$ cat config.mk
export PLATFORM = sky130hd
export DESIGN_NAME = reset_release_sequencer_flat
export DESIGN_NICKNAME = d
export VERILOG_FILES = /design/src/rtl/reset_release_sequencer_if.sv /design/src/rtl/reset_release_sequencer.sv /design/src/flat_wrapper.sv
export SDC_FILE = /design/constraint.sdc
export NUM_CORES = 1
export LEC_CHECK = 0
export ABC_CLOCK_PERIOD_IN_PS = 2200
export CORE_ASPECT_RATIO = 0.9
export CORE_MARGIN = 2
export CORE_UTILIZATION = 45
export DETAILED_ROUTE_END_ITERATION = 8
export MAX_ROUTING_LAYER = met4
export PLACE_DENSITY_LB_ADDON = 0.25
export SYNTH_ARGS = -nofsm -noshare
export SYNTH_HDL_FRONTEND = slang
export SYNTH_SLANG_ARGS = --single-unit
$ cat constraint.sdc
create_clock -name CLK -period 2.2 [get_ports CLK]
set_clock_uncertainty 0.2 [all_clocks]
set_input_delay 0.44 -clock CLK [delete_from_list [all_inputs] [get_ports CLK]]
set_output_delay 0.44 -clock CLK [all_outputs]
set_load 0.005 [all_outputs]
$ cat src/rtl/reset_release_sequencer_if.sv
// Reset-release sequencer bundle: fabric reset, freeze,
// per-domain ready/reset and status flags.
interface reset_release_sequencer_if #(
  parameter int NUM_STAGES = 4
);
  logic                  FABRIC_RESET_N;
  logic                  FF_US_RESTORE;
  logic [NUM_STAGES-1:0] STAGE_READY;
  logic [NUM_STAGES-1:0] STAGE_RESET_N;
  logic                  ALL_RELEASED;
  logic                  TIMEOUT_ERR;
  logic [2:0]            ERR_STAGE;

  modport master (
    input  FABRIC_RESET_N,
    input  FF_US_RESTORE,
    input  STAGE_READY,
    output STAGE_RESET_N,
    output ALL_RELEASED,
    output TIMEOUT_ERR,
    output ERR_STAGE
  );

  modport slave (
    output FABRIC_RESET_N,
    output FF_US_RESTORE,
    output STAGE_READY,
    input  STAGE_RESET_N,
    input  ALL_RELEASED,
    input  TIMEOUT_ERR,
    input  ERR_STAGE
  );
endinterface

$ cat src/rtl/reset_release_sequencer.sv
// Releases downstream domain resets in order, waiting on each
// domain's ready; unwinds them in reverse when the fabric reset drops.
module reset_release_sequencer #(
  parameter int NUM_STAGES     = 4,
  parameter int HOLD_CYCLES    = 16,
  parameter int TIMEOUT_CYCLES = 1024
) (
  input logic CLK,
  input logic INTERNAL_RST,
  reset_release_sequencer_if.master bus
);
  localparam int HW = $clog2(HOLD_CYCLES + 1);
  localparam int TW = (TIMEOUT_CYCLES == 0) ? 1
                    : $clog2(TIMEOUT_CYCLES + 1);
  localparam logic [HW-1:0] HLIM = HW'(HOLD_CYCLES - 1);
  localparam logic [TW-1:0] TLIM = TW'(TIMEOUT_CYCLES - 1);
  localparam logic [2:0]    LAST = 3'(NUM_STAGES - 1);

  localparam logic [2:0] S_IDLE   = 3'd0;
  localparam logic [2:0] S_HOLD   = 3'd1;
  localparam logic [2:0] S_WAIT   = 3'd2;
  localparam logic [2:0] S_DONE   = 3'd3;
  localparam logic [2:0] S_ERROR  = 3'd4;
  localparam logic [2:0] S_UNWIND = 3'd5;

  logic [1:0]            sync;
  logic                  rst_s;
  logic [2:0]            state;
  logic [2:0]            idx;
  logic [HW-1:0]         hcnt;
  logic [TW-1:0]         tcnt;
  logic [NUM_STAGES-1:0] srn;
  logic                  all_rel;
  logic                  terr;
  logic [2:0]            estage;
  logic [NUM_STAGES-1:0] sel;
  logic [NUM_STAGES-1:0] hi;
  logic                  rdy;

  assign rst_s = sync[1];
  assign sel   = NUM_STAGES'(1) << idx;
  assign rdy   = |(bus.STAGE_READY & sel);

  // one-hot of the highest released stage, cleared first on unwind
  always_comb begin
    hi = '0;
    for (int i = 0; i < NUM_STAGES; i++)
      if (srn[i]) hi = NUM_STAGES'(1) << i;
  end

  always_ff @(posedge CLK or negedge INTERNAL_RST) begin
    if (!INTERNAL_RST) begin
      sync    <= '0;
      state   <= S_IDLE;
      idx     <= '0;
      hcnt    <= '0;
      tcnt    <= '0;
      srn     <= '0;
      all_rel <= 1'b0;
      terr    <= 1'b0;
      estage  <= '0;
    end else begin
      sync <= {sync[0], bus.FABRIC_RESET_N};
      if (!bus.FF_US_RESTORE) begin
        case (state)
          S_IDLE: begin
            srn     <= '0;
            all_rel <= 1'b0;
            if (rst_s) begin
              idx   <= '0;
              hcnt  <= '0;
              terr  <= 1'b0;
              state <= S_HOLD;
            end
          end
          S_HOLD: begin
            if (!rst_s) begin
              all_rel <= 1'b0;
              state   <= S_UNWIND;
            end else if (hcnt == HLIM) begin
              srn   <= srn | sel;
              tcnt  <= '0;
              state <= S_WAIT;
            end else begin
              hcnt <= hcnt + HW'(1);
            end
          end
          S_WAIT: begin
            if (!rst_s) begin
              all_rel <= 1'b0;
              state   <= S_UNWIND;
            end else if (rdy) begin
              if (idx == LAST) begin
                all_rel <= 1'b1;
                state   <= S_DONE;
              end else begin
                idx   <= idx + 3'd1;
                hcnt  <= '0;
                state <= S_HOLD;
              end
            end else if (TIMEOUT_CYCLES != 0) begin
              if (tcnt == TLIM) begin
                terr   <= 1'b1;
                estage <= idx;
                state  <= S_ERROR;
              end else begin
                tcnt <= tcnt + TW'(1);
              end
            end
          end
          S_DONE, S_ERROR: begin
            if (!rst_s) begin
              all_rel <= 1'b0;
              state   <= S_UNWIND;
            end
          end
          S_UNWIND: begin
            if (srn == '0) state <= S_IDLE;
            else           srn   <= srn & ~hi;
          end
          default: state <= S_IDLE;
        endcase
      end
    end
  end

  assign bus.STAGE_RESET_N = srn;
  assign bus.ALL_RELEASED  = all_rel;
  assign bus.TIMEOUT_ERR   = terr;
  assign bus.ERR_STAGE     = estage;
endmodule

$ cat src/flat_wrapper.sv
// flat-port wrapper written by rule: the top's interface ports become plain ports
module reset_release_sequencer_flat 
#(
  parameter int NUM_STAGES     = 4,
  parameter int HOLD_CYCLES    = 16,
  parameter int TIMEOUT_CYCLES = 1024
)
  (CLK, INTERNAL_RST, bus_FABRIC_RESET_N, bus_FF_US_RESTORE, bus_STAGE_READY, bus_STAGE_RESET_N, bus_ALL_RELEASED, bus_TIMEOUT_ERR, bus_ERR_STAGE);
  reset_release_sequencer_if #(.NUM_STAGES(NUM_STAGES)) bus_i ();
  input logic CLK;
  input logic INTERNAL_RST;
  input wire logic [$bits(bus_i.FABRIC_RESET_N)-1:0] bus_FABRIC_RESET_N;
  input wire logic [$bits(bus_i.FF_US_RESTORE)-1:0] bus_FF_US_RESTORE;
  input wire logic [$bits(bus_i.STAGE_READY)-1:0] bus_STAGE_READY;
  output wire logic [$bits(bus_i.STAGE_RESET_N)-1:0] bus_STAGE_RESET_N;
  output wire logic [$bits(bus_i.ALL_RELEASED)-1:0] bus_ALL_RELEASED;
  output wire logic [$bits(bus_i.TIMEOUT_ERR)-1:0] bus_TIMEOUT_ERR;
  output wire logic [$bits(bus_i.ERR_STAGE)-1:0] bus_ERR_STAGE;
  assign bus_i.FABRIC_RESET_N = bus_FABRIC_RESET_N;
  assign bus_i.FF_US_RESTORE = bus_FF_US_RESTORE;
  assign bus_i.STAGE_READY = bus_STAGE_READY;
  assign bus_STAGE_RESET_N = bus_i.STAGE_RESET_N;
  assign bus_ALL_RELEASED = bus_i.ALL_RELEASED;
  assign bus_TIMEOUT_ERR = bus_i.TIMEOUT_ERR;
  assign bus_ERR_STAGE = bus_i.ERR_STAGE;
  reset_release_sequencer #(.NUM_STAGES(NUM_STAGES), .HOLD_CYCLES(HOLD_CYCLES), .TIMEOUT_CYCLES(TIMEOUT_CYCLES)) u_core (.CLK(CLK), .INTERNAL_RST(INTERNAL_RST), .bus(bus_i));
endmodule
==> impl_metrics.prom, run 1 <==
# TYPE chip_impl_metric gauge
chip_impl_info{name="status",value="finished, final reports clean"} 1
chip_impl_metric{name="syn_area",unit="sq um"} 1910
chip_impl_metric{name="grt_overflow_total",unit=""} 0
chip_impl_metric{name="yosysWarningCount",unit=""} 0
chip_impl_metric{name="dieWidth",unit="microns"} 72.7
chip_impl_metric{name="timing.reg2reg.setup_slack",unit="ns"} 0.03
chip_impl_metric{name="syn-instance-count",unit=""} 214
chip_impl_metric{name="routabilityCongestion",unit=""} 0.888
chip_impl_metric{name="synth-adder-area-share",unit="%"} 5.24
chip_impl_metric{name="nets",unit=""} 281
chip_impl_metric{name="drt.antenna.violating_nets",unit=""} 0
chip_impl_metric{name="buffer_ports.inserted",unit=""} 16
chip_impl_metric{name="fin_worst_hold_slack",unit="ns"} 0.148
chip_impl_metric{name="io-pin-count",unit=""} 17
chip_impl_metric{name="power.combinational.fraction",unit="%"} 23.1
chip_impl_info{name="synth_flop_cell",value="sky130_fd_sc_hd__dfrtp_1"} 1
chip_impl_metric{name="cts-root-to-sink-buffers",unit=""} 2
chip_impl_info{name="netlist_top_cells_area",value="sky130_fd_sc_hd__dfrtp_1 (43%), sky130_fd_sc_hd__nand2_1 (5.7%), sky130_fd_sc_hd__ha_1 (5.2%), sky130_fd_sc_hd__o21ai_0 (4.7%), sky130_fd_sc_hd__o21ai_1 (3.4%)"} 1
chip_impl_metric{name="die_y",unit="microns"} 65.8
chip_impl_metric{name="final-hold-violation-count",unit=""} 0
chip_impl_metric{name="cts_hold_repair.buffers",unit=""} 0
chip_impl_metric{name="grt_antenna_before_repair",unit=""} 0
chip_impl_metric{name="initial_core_util",unit="%"} 46.9
chip_impl_metric{name="slew_headroom",unit="%"} 67.8
chip_impl_metric{name="min_period",unit="ns"} 2.17
chip_impl_info{name="combinational_family_with_the_most_area_after_synthesis",value="simple AND/OR/NAND/NOR gates"} 1
chip_impl_metric{name="power.switching",unit="mW"} 0.528
chip_impl_metric{name="cts.htree.levels",unit=""} 2
chip_impl_metric{name="worst-slew-pin-transition",unit="ns"} 0.483
chip_impl_metric{name="finalMaxSlewViolations",unit=""} 0
chip_impl_metric{name="synth-compound-area-share",unit="%"} 22.9
chip_impl_metric{name="numClockSinks",unit=""} 33
chip_impl_metric{name="multi_input_comb_area",unit="sq um"} 1080
chip_impl_metric{name="min_path_cells",unit=""} 0
chip_impl_metric{name="post_synth.cell_area_avg",unit="sq um"} 8.93
chip_impl_metric{name="detailedRoute.firstPassIterationCount",unit=""} 4
chip_impl_metric{name="vdd.ir_drop.worst",unit="V"} 0.000374
chip_impl_info{name="synth.cells.most_frequent",value="sky130_fd_sc_hd__dfrtp_1 (33), sky130_fd_sc_hd__nand2_1 (29), sky130_fd_sc_hd__o21ai_0 (18), sky130_fd_sc_hd__nor2_1 (16), sky130_fd_sc_hd__o21ai_1 (13)"} 1
chip_impl_info{name="critical_path.top_delay_family",value="compound AO/OA/AOI/OAI gates"} 1
chip_impl_metric{name="syn_to_final_growth",unit="%"} 32.1
chip_impl_metric{name="layout-drive-gt1-share",unit="%"} 22.6
chip_impl_metric{name="detail_route.vias_per_cell",unit=""} 5.68
chip_impl_metric{name="synth_enable_flop_cells",unit=""} 0
chip_impl_metric{name="grt_max_degree",unit=""} 34
chip_impl_metric{name="num_rows",unit=""} 22
chip_impl_metric{name="cp.required",unit="ns"} 2.18
chip_impl_metric{name="routed_wirelength",unit="mm"} 4.66
chip_impl_metric{name="p_int",unit="mW"} 1.09
chip_impl_metric{name="syn_nets",unit=""} 230
chip_impl_info{name="timing.hold.worst.start",value="u_core.sync[0]"} 1
chip_impl_metric{name="yosys.cell_types.count",unit=""} 45
chip_impl_metric{name="grt_util_all_layers",unit="%"} 22.0
chip_impl_metric{name="wire_length_of_the_first_global_routing_pass",unit="mm"} 7.82
chip_impl_metric{name="grt_pass1_vias",unit=""} 1628
chip_impl_metric{name="clockPowerShare",unit="%"} 31.7
chip_impl_metric{name="post-route-drc-count",unit=""} 0
chip_impl_info{name="post-synth-top-count-cell",value="sky130_fd_sc_hd__dfrtp_1"} 1
chip_impl_metric{name="drt_first_iter_violations",unit=""} 125
chip_impl_info{name="hold_path_end",value="u_core.sync[1]"} 1
chip_impl_metric{name="die-area",unit="sq um"} 4780
chip_impl_metric{name="num-fill-cells",unit=""} 361
chip_impl_metric{name="p_leak",unit="nW"} 1.14
chip_impl_metric{name="fmax",unit="MHz"} 461
chip_impl_metric{name="clkLatencyLatePin",unit="ns"} 0.29
chip_impl_metric{name="wire_per_inst",unit="microns"} 14.8
chip_impl_info{name="rsz0062_at_grt",value="true"} 1
chip_impl_metric{name="diodes",unit=""} 0
chip_impl_metric{name="routed-via-count",unit=""} 1785
chip_impl_metric{name="total_cts_buffers",unit=""} 5
chip_impl_metric{name="rr_worst_depth",unit=""} 9
chip_impl_info{name="critPathKind",value="reg2reg"} 1
chip_impl_metric{name="final-seq-area",unit="sq um"} 827
chip_impl_metric{name="share_of_yosys_cell_area_claimed_by_the_top_area_cell_type",unit="%"} 43.2
chip_impl_metric{name="power.density_cell_area",unit="nW/um^2"} 641
chip_impl_metric{name="max_cap_violations",unit=""} 0
chip_impl_info{name="crit_path_cell_trace",value="inv_2 -> ha_2 -> a222oi_1 -> buf_4 -> nor3_2 -> o21bai_1 -> buf_4 -> nor3_2 -> a21o_1"} 1
chip_impl_metric{name="clkTransAtPathRegs",unit="ns"} 0.06
chip_impl_metric{name="max_stage_delay",unit="ns"} 0.41
chip_impl_info{name="timing.hold.worst.class",value="reg2reg"} 1
chip_impl_metric{name="setup_viol",unit=""} 0
chip_impl_metric{name="path_buf_inv",unit=""} 3
chip_impl_metric{name="fp.coreArea",unit="sq um"} 4070
chip_impl_info{name="regToRegStartpoint",value="u_core.idx[0]"} 1
chip_impl_metric{name="post_synth_mux_area_share",unit="%"} 0
chip_impl_info{name="regToRegEndpoint",value="u_core.idx[0]"} 1
chip_impl_metric{name="switching_share",unit="%"} 32.6
chip_impl_metric{name="post_synth_and_or_nand_nor_area_fraction",unit="%"} 25.3
chip_impl_info{name="clock_tree_from_tritoncts",value="done"} 1
chip_impl_info{name="critPathSlowestCell",value="sky130_fd_sc_hd__dfrtp_2"} 1
chip_impl_info{name="yosys.area.top_type",value="sky130_fd_sc_hd__dfrtp_1"} 1
chip_impl_metric{name="worstPathArrival",unit="ns"} 2.15
chip_impl_metric{name="seqPwrFrac",unit="%"} 45.2
chip_impl_info{name="ctsRootBufferMaster",value="sky130_fd_sc_hd__clkbuf_8"} 1
chip_impl_metric{name="ys_seq_elements",unit=""} 33
chip_impl_metric{name="utilization",unit="%"} 61.9
chip_impl_metric{name="yosys.area_share.xor_xnor",unit="%"} 0
chip_impl_info{name="critPathLaunchType",value="register"} 1
chip_impl_metric{name="share_of_synthesized_area_occupied_by_flip_flops_and_latches",unit="%"} 43.2
chip_impl_metric{name="period_share",unit="%"} 98.7
chip_impl_metric{name="hpwl",unit="mm"} 3.28
chip_impl_info{name="endpoint_kind",value="register"} 1
chip_impl_metric{name="synth_async_sr_flop_share",unit="%"} 100
chip_impl_metric{name="timing.critical_path.fanout_max",unit=""} 6
==> stage by stage <==
step	instances	cell area, sq um	TNS [ns]	worst slack, ns	power [mW]
global placement	303	2330	-0.232	-0.0642	1.09
floorplan	214	1910	0	0.160	0.940
CTS	311	2440	0	0.0479	1.61
finish	314	2520	0	0.0287	1.62
global route	314	2520	-0.251	-0.113	1.70
detailed placement	303	2330	-0.834	-0.110	1.10
==> power by group through the flow <==
stage | logic, mW | registers [mW] | clock network [mW]
detailed placement | 0.360 | 0.737 | 0
CTS | 0.362 | 0.726 | 0.525
floorplan | 0.250 | 0.690 | 0
global placement | 0.353 | 0.734 | 0
finish | 0.374 | 0.731 | 0.513
global route | 0.418 | 0.737 | 0.543
==> worst max path at each step <==
stage	start	end	slack [ns]	cells past startpoint
floorplan	u_core.idx[2]	u_core.tcnt[4]	0.16	9
global placement	bus_STAGE_READY[1]	u_core.idx[0]	-0.06	8
detailed placement	bus_STAGE_READY[1]	u_core.idx[0]	-0.11	8
CTS	u_core.idx[1]	u_core.idx[0]	0.05	9
global route	u_core.idx[1]	u_core.idx[0]	-0.11	9
finish	u_core.idx[0]	u_core.idx[0]	0.03	9
==> state kept, by name, summed over array words and instances, names as in the netlist <==
| name | cells |
|---|---|
| u_core.bus.STAGE_RESET_N | 4 |
| u_core.bus.ALL_RELEASED | 1 |
| u_core.sync | 2 |
| u_core.bus.ERR_STAGE | 3 |
| u_core.bus.TIMEOUT_ERR | 1 |
| u_core.idx | 3 |
| u_core.hcnt | 5 |
| u_core.tcnt | 11 |
| u_core.state | 3 |
==> layout make-up <==
class / count / share of cell area [%]
sequential: 33 / 32.8
clock inverter: 1 / 0.198
tap: 48 / 2.38
multi-input combinational: 166 / 42.9
clock buffer: 7 / 3.82
inverter: 9 / 1.34
timing repair buffer: 50 / 16.6
==> per-layer routing <==
metal | vias to the layer above | wire length [microns] | GRT usage (%)
li1 | 895 | - | -
met3 | 9 | 222 | 4.42
met1 | 837 | 2260 | 31.3
met5 | - | 0 | -
met4 | 0 | 87 | 8.56
met2 | 44 | 2090 | 30.8
==> cells in the final DEF (no fill, tap or decap), drive strengths merged, types with 3 or more instances in the layout <==
master and count:
o21ai 31, nand2 29, and2 3, a31oi 3, nor2 16, o31ai 7, clkdlybuf4s50 16, inv 9
nand2b 4, a21oi 8, nand3 8, nand4 4, ha 8, nor3 9, buf 34, clkbuf 7
dfrtp 33, and3 6
==> cells by family (layout without fill, tap and decap cells) <==
family          count (synthesis)  after routing
compound gates                 68             68
flops                          33             33
simple gates                   90             90
buf+inv                        15             67
fa+ha+maj                       8              8
==> what timing repair did <==
item,in CTS,in global routing
setup endpoints to repair,0,20
buffers inserted,0,3
resized for setup,0,15
hold endpoints to repair,0,0
No activity file was read; power rests on OpenSTA's default activity.
==> run 2, diff against run 1 <==
ABC_CLOCK_PERIOD_IN_PS = 1750   (was 2200)
clock period = 1.75 ns   (was 2.2 ns; I/O delays follow)
==> run 2 against run 1 <==
Net effect:
- the run now ends with negative setup slack left
- clock-buffer cell count fell by 2
- critical path type unchanged
- final cell count rose by 16%
- critical endpoint is now u_core.state[1]
- largest cell class unchanged
- total power rose by 47%
- register-to-register slack got worse by 0.35 ns
- global-route usage rose by 3.6 points
==> impl_metrics.prom, run 2 (synthesis gave the netlist of run 1 again) <==
# TYPE chip_impl_metric gauge
chip_impl_metric{name="die-area",unit="sq um"} 4780
chip_impl_metric{name="routed-via-count",unit=""} 2076
chip_impl_metric{name="clkLatencyLatePin",unit="ns"} 0.29
chip_impl_info{name="critPathSlowestCell",value="sky130_fd_sc_hd__or4_4"} 1
chip_impl_metric{name="fp.coreArea",unit="sq um"} 4070
chip_impl_metric{name="worst-slew-pin-transition",unit="ns"} 0.418
chip_impl_info{name="timing.hold.worst.class",value="reg2reg"} 1
chip_impl_metric{name="numClockSinks",unit=""} 33
chip_impl_metric{name="layout_setup_ws",unit="ns"} -0.326
chip_impl_metric{name="total_cts_buffers",unit=""} 5
chip_impl_metric{name="setup_viol",unit=""} 31
chip_impl_metric{name="routed_wirelength",unit="mm"} 6.16
chip_impl_info{name="critical_path.top_delay_family",value="compound AO/OA/AOI/OAI gates"} 1
chip_impl_metric{name="cts-root-to-sink-buffers",unit=""} 2
chip_impl_metric{name="min_period",unit="ns"} 2.08
chip_impl_metric{name="timing.reg2reg.setup_slack",unit="ns"} -0.33
chip_impl_metric{name="grt_util_all_layers",unit="%"} 25.6
chip_impl_metric{name="post-route-cell-area",unit="sq um"} 3210
chip_impl_metric{name="timing.critical_path.fanout_max",unit=""} 3
chip_impl_metric{name="finalMaxSlewViolations",unit=""} 0
chip_impl_metric{name="detail_route.vias_per_cell",unit=""} 5.72
chip_impl_metric{name="fmax",unit="MHz"} 482
chip_impl_metric{name="post-route-drc-count",unit=""} 0
chip_impl_metric{name="layout-drive-gt1-share",unit="%"} 48.6
chip_impl_info{name="failed_checks",value="negative setup slack"} 1
chip_impl_metric{name="max_stage_delay",unit="ns"} 0.55
chip_impl_metric{name="syn_to_final_growth",unit="%"} 68.0
chip_impl_metric{name="io-pin-count",unit=""} 17
chip_impl_info{name="rsz0062_at_grt",value="true"} 1
chip_impl_info{name="status",value="finished, violations left"} 1
chip_impl_metric{name="cts.htree.levels",unit=""} 2
chip_impl_info{name="layout_common_cells",value="sky130_fd_sc_hd__buf_4 (72), sky130_fd_sc_hd__dfrtp_1 (30), sky130_fd_sc_hd__nand2_1 (24)"} 1
chip_impl_metric{name="flip_flop_count_of_the_largest_register_after_layout",unit=""} 11
chip_impl_metric{name="initial_core_util",unit="%"} 46.9
chip_impl_metric{name="num-fill-cells",unit=""} 249
chip_impl_metric{name="routabilityCongestion",unit=""} 0.893
chip_impl_metric{name="power.density_cell_area",unit="nW/um^2"} 742
chip_impl_metric{name="detailedRoute.firstPassIterationCount",unit=""} 4
chip_impl_metric{name="post_dp_cell_area",unit="sq um"} 2710
chip_impl_info{name="top_register",value="u_core.tcnt"} 1
chip_impl_metric{name="wire_per_inst",unit="microns"} 17.0
chip_impl_metric{name="dieWidth",unit="microns"} 72.7
chip_impl_metric{name="diodes",unit=""} 0
chip_impl_metric{name="p_leak",unit="nW"} 1.49
chip_impl_info{name="crit_path_cell_trace",value="or4_4 -> a221oi_2 -> o21ai_1 -> a31o_1 -> a21o_1"} 1
chip_impl_info{name="critPathKind",value="reg2reg"} 1
chip_impl_metric{name="hpwl",unit="mm"} 3.66
chip_impl_metric{name="max_cap_violations",unit=""} 0
chip_impl_metric{name="path_buf_inv",unit=""} 0
chip_impl_metric{name="buffer_ports.inserted",unit=""} 16
chip_impl_metric{name="grt_max_degree",unit=""} 34
chip_impl_metric{name="worstPathArrival",unit="ns"} 2.07
chip_impl_metric{name="drt_first_iter_violations",unit=""} 160
chip_impl_metric{name="slew_headroom",unit="%"} 72.1
chip_impl_metric{name="finalSetupTns",unit="ns"} -7.10
chip_impl_info{name="clock_tree_from_tritoncts",value="done"} 1
chip_impl_metric{name="cp.required",unit="ns"} 1.74
chip_impl_metric{name="num_rows",unit=""} 22
chip_impl_metric{name="grt_overflow_total",unit=""} 0
chip_impl_metric{name="period_share",unit="%"} 119
chip_impl_metric{name="grt_antenna_before_repair",unit=""} 0
chip_impl_metric{name="drt.antenna.violating_nets",unit=""} 0
chip_impl_metric{name="clkTransAtPathRegs",unit="ns"} 0.07
chip_impl_metric{name="wire_length_of_the_first_global_routing_pass",unit="mm"} 9.09
chip_impl_info{name="critPathLaunchType",value="register"} 1
chip_impl_metric{name="vdd.ir_drop.worst",unit="V"} 0.000551
chip_impl_info{name="final_common_cell",value="sky130_fd_sc_hd__buf_4"} 1
chip_impl_metric{name="die_y",unit="microns"} 65.8
chip_impl_info{name="ctsRootBufferMaster",value="sky130_fd_sc_hd__clkbuf_8"} 1
chip_impl_metric{name="nets",unit=""} 331
chip_impl_metric{name="final-hold-violation-count",unit=""} 0
chip_impl_info{name="endpoint_kind",value="register"} 1
chip_impl_metric{name="grt_pass1_vias",unit=""} 1992
-- run 2: final cells by class --
class | count | area [sq um] | area share (%)
well taps | 48 | 60.1 | 1.87
repair buffers | 100 | 843 | 26.3
inverters | 9 | 33.8 | 1.05
multi-input cells | 166 | 1340 | 41.7
flip-flops and latches | 33 | 830 | 25.8
clock inverters | 2 | 35.0 | 1.09
clock buffers | 5 | 68.8 | 2.14
-- run 2: where the power goes --
| part | leakage [nW] | internal, mW | switching, mW | total [mW] |
|---|---|---|---|---|
| registers | 0.442 | 0.813 | 0.0811 | 0.894 |
| logic | 0.993 | 0.375 | 0.401 | 0.776 |
| clock network | 0.0540 | 0.414 | 0.296 | 0.710 |
| total | 1.49 | 1.60 | 0.779 | 2.38 |
-- run 2: metrics by stage --
| stage | worst slack [ns] | hold slack [ns] | util, % | power [mW] | instances |
|---|---|---|---|---|---|
| after global placement | -0.394 | 0.131 | 66.6 | 1.56 | 341 |
| after global routing | -0.400 | 0.160 | 78.8 | 2.48 | 363 |
| after detailed placement | -0.415 | 0.136 | 66.6 | 1.57 | 341 |
| after floorplan | -0.229 | -0.146 | - | 1.20 | 214 |
| final | -0.326 | 0.159 | 78.8 | 2.38 | 363 |
| after CTS | -0.298 | 0.151 | 73.6 | 2.30 | 357 |
-- run 2: final timing paths --
| path | to | from | cells after the start |
|---|---|---|---|
| min reg2reg | u_core.sync[1] | u_core.sync[0] | 0 |
| max | u_core.state[1] | u_core.bus.STAGE_RESET_N[0] | 5 |
| min in group asynchronous | u_core.hcnt[3] | INTERNAL_RST | 2 |
| max reg2reg | u_core.state[1] | u_core.bus.STAGE_RESET_N[0] | 5 |
| min | u_core.sync[1] | u_core.sync[0] | 0 |
| max in group asynchronous | u_core.idx[1] | INTERNAL_RST | 2 |
-- run 2: what timing repair did --
| action | CTS | global route |
|---|---|---|
| endpoints found under the setup margin | 35 | 34 |
| hold buffers | 0 | 0 |
| gates resized for setup | 35 | 35 |
| pin swaps | 12 | 13 |
| gates cloned | 0 | 0 |
| buffers inserted | 9 | 6 |
-- run 2: per-layer routing --
metal | global-route usage (%) | vias up | share of wire, %
met4 | 9.26 | 0 | 2.2
met5 | - | - | 0
met3 | 5.18 | 18 | 3.8
li1 | - | 990 | -
met2 | 41.6 | 51 | 50
met1 | 31.8 | 1017 | 44
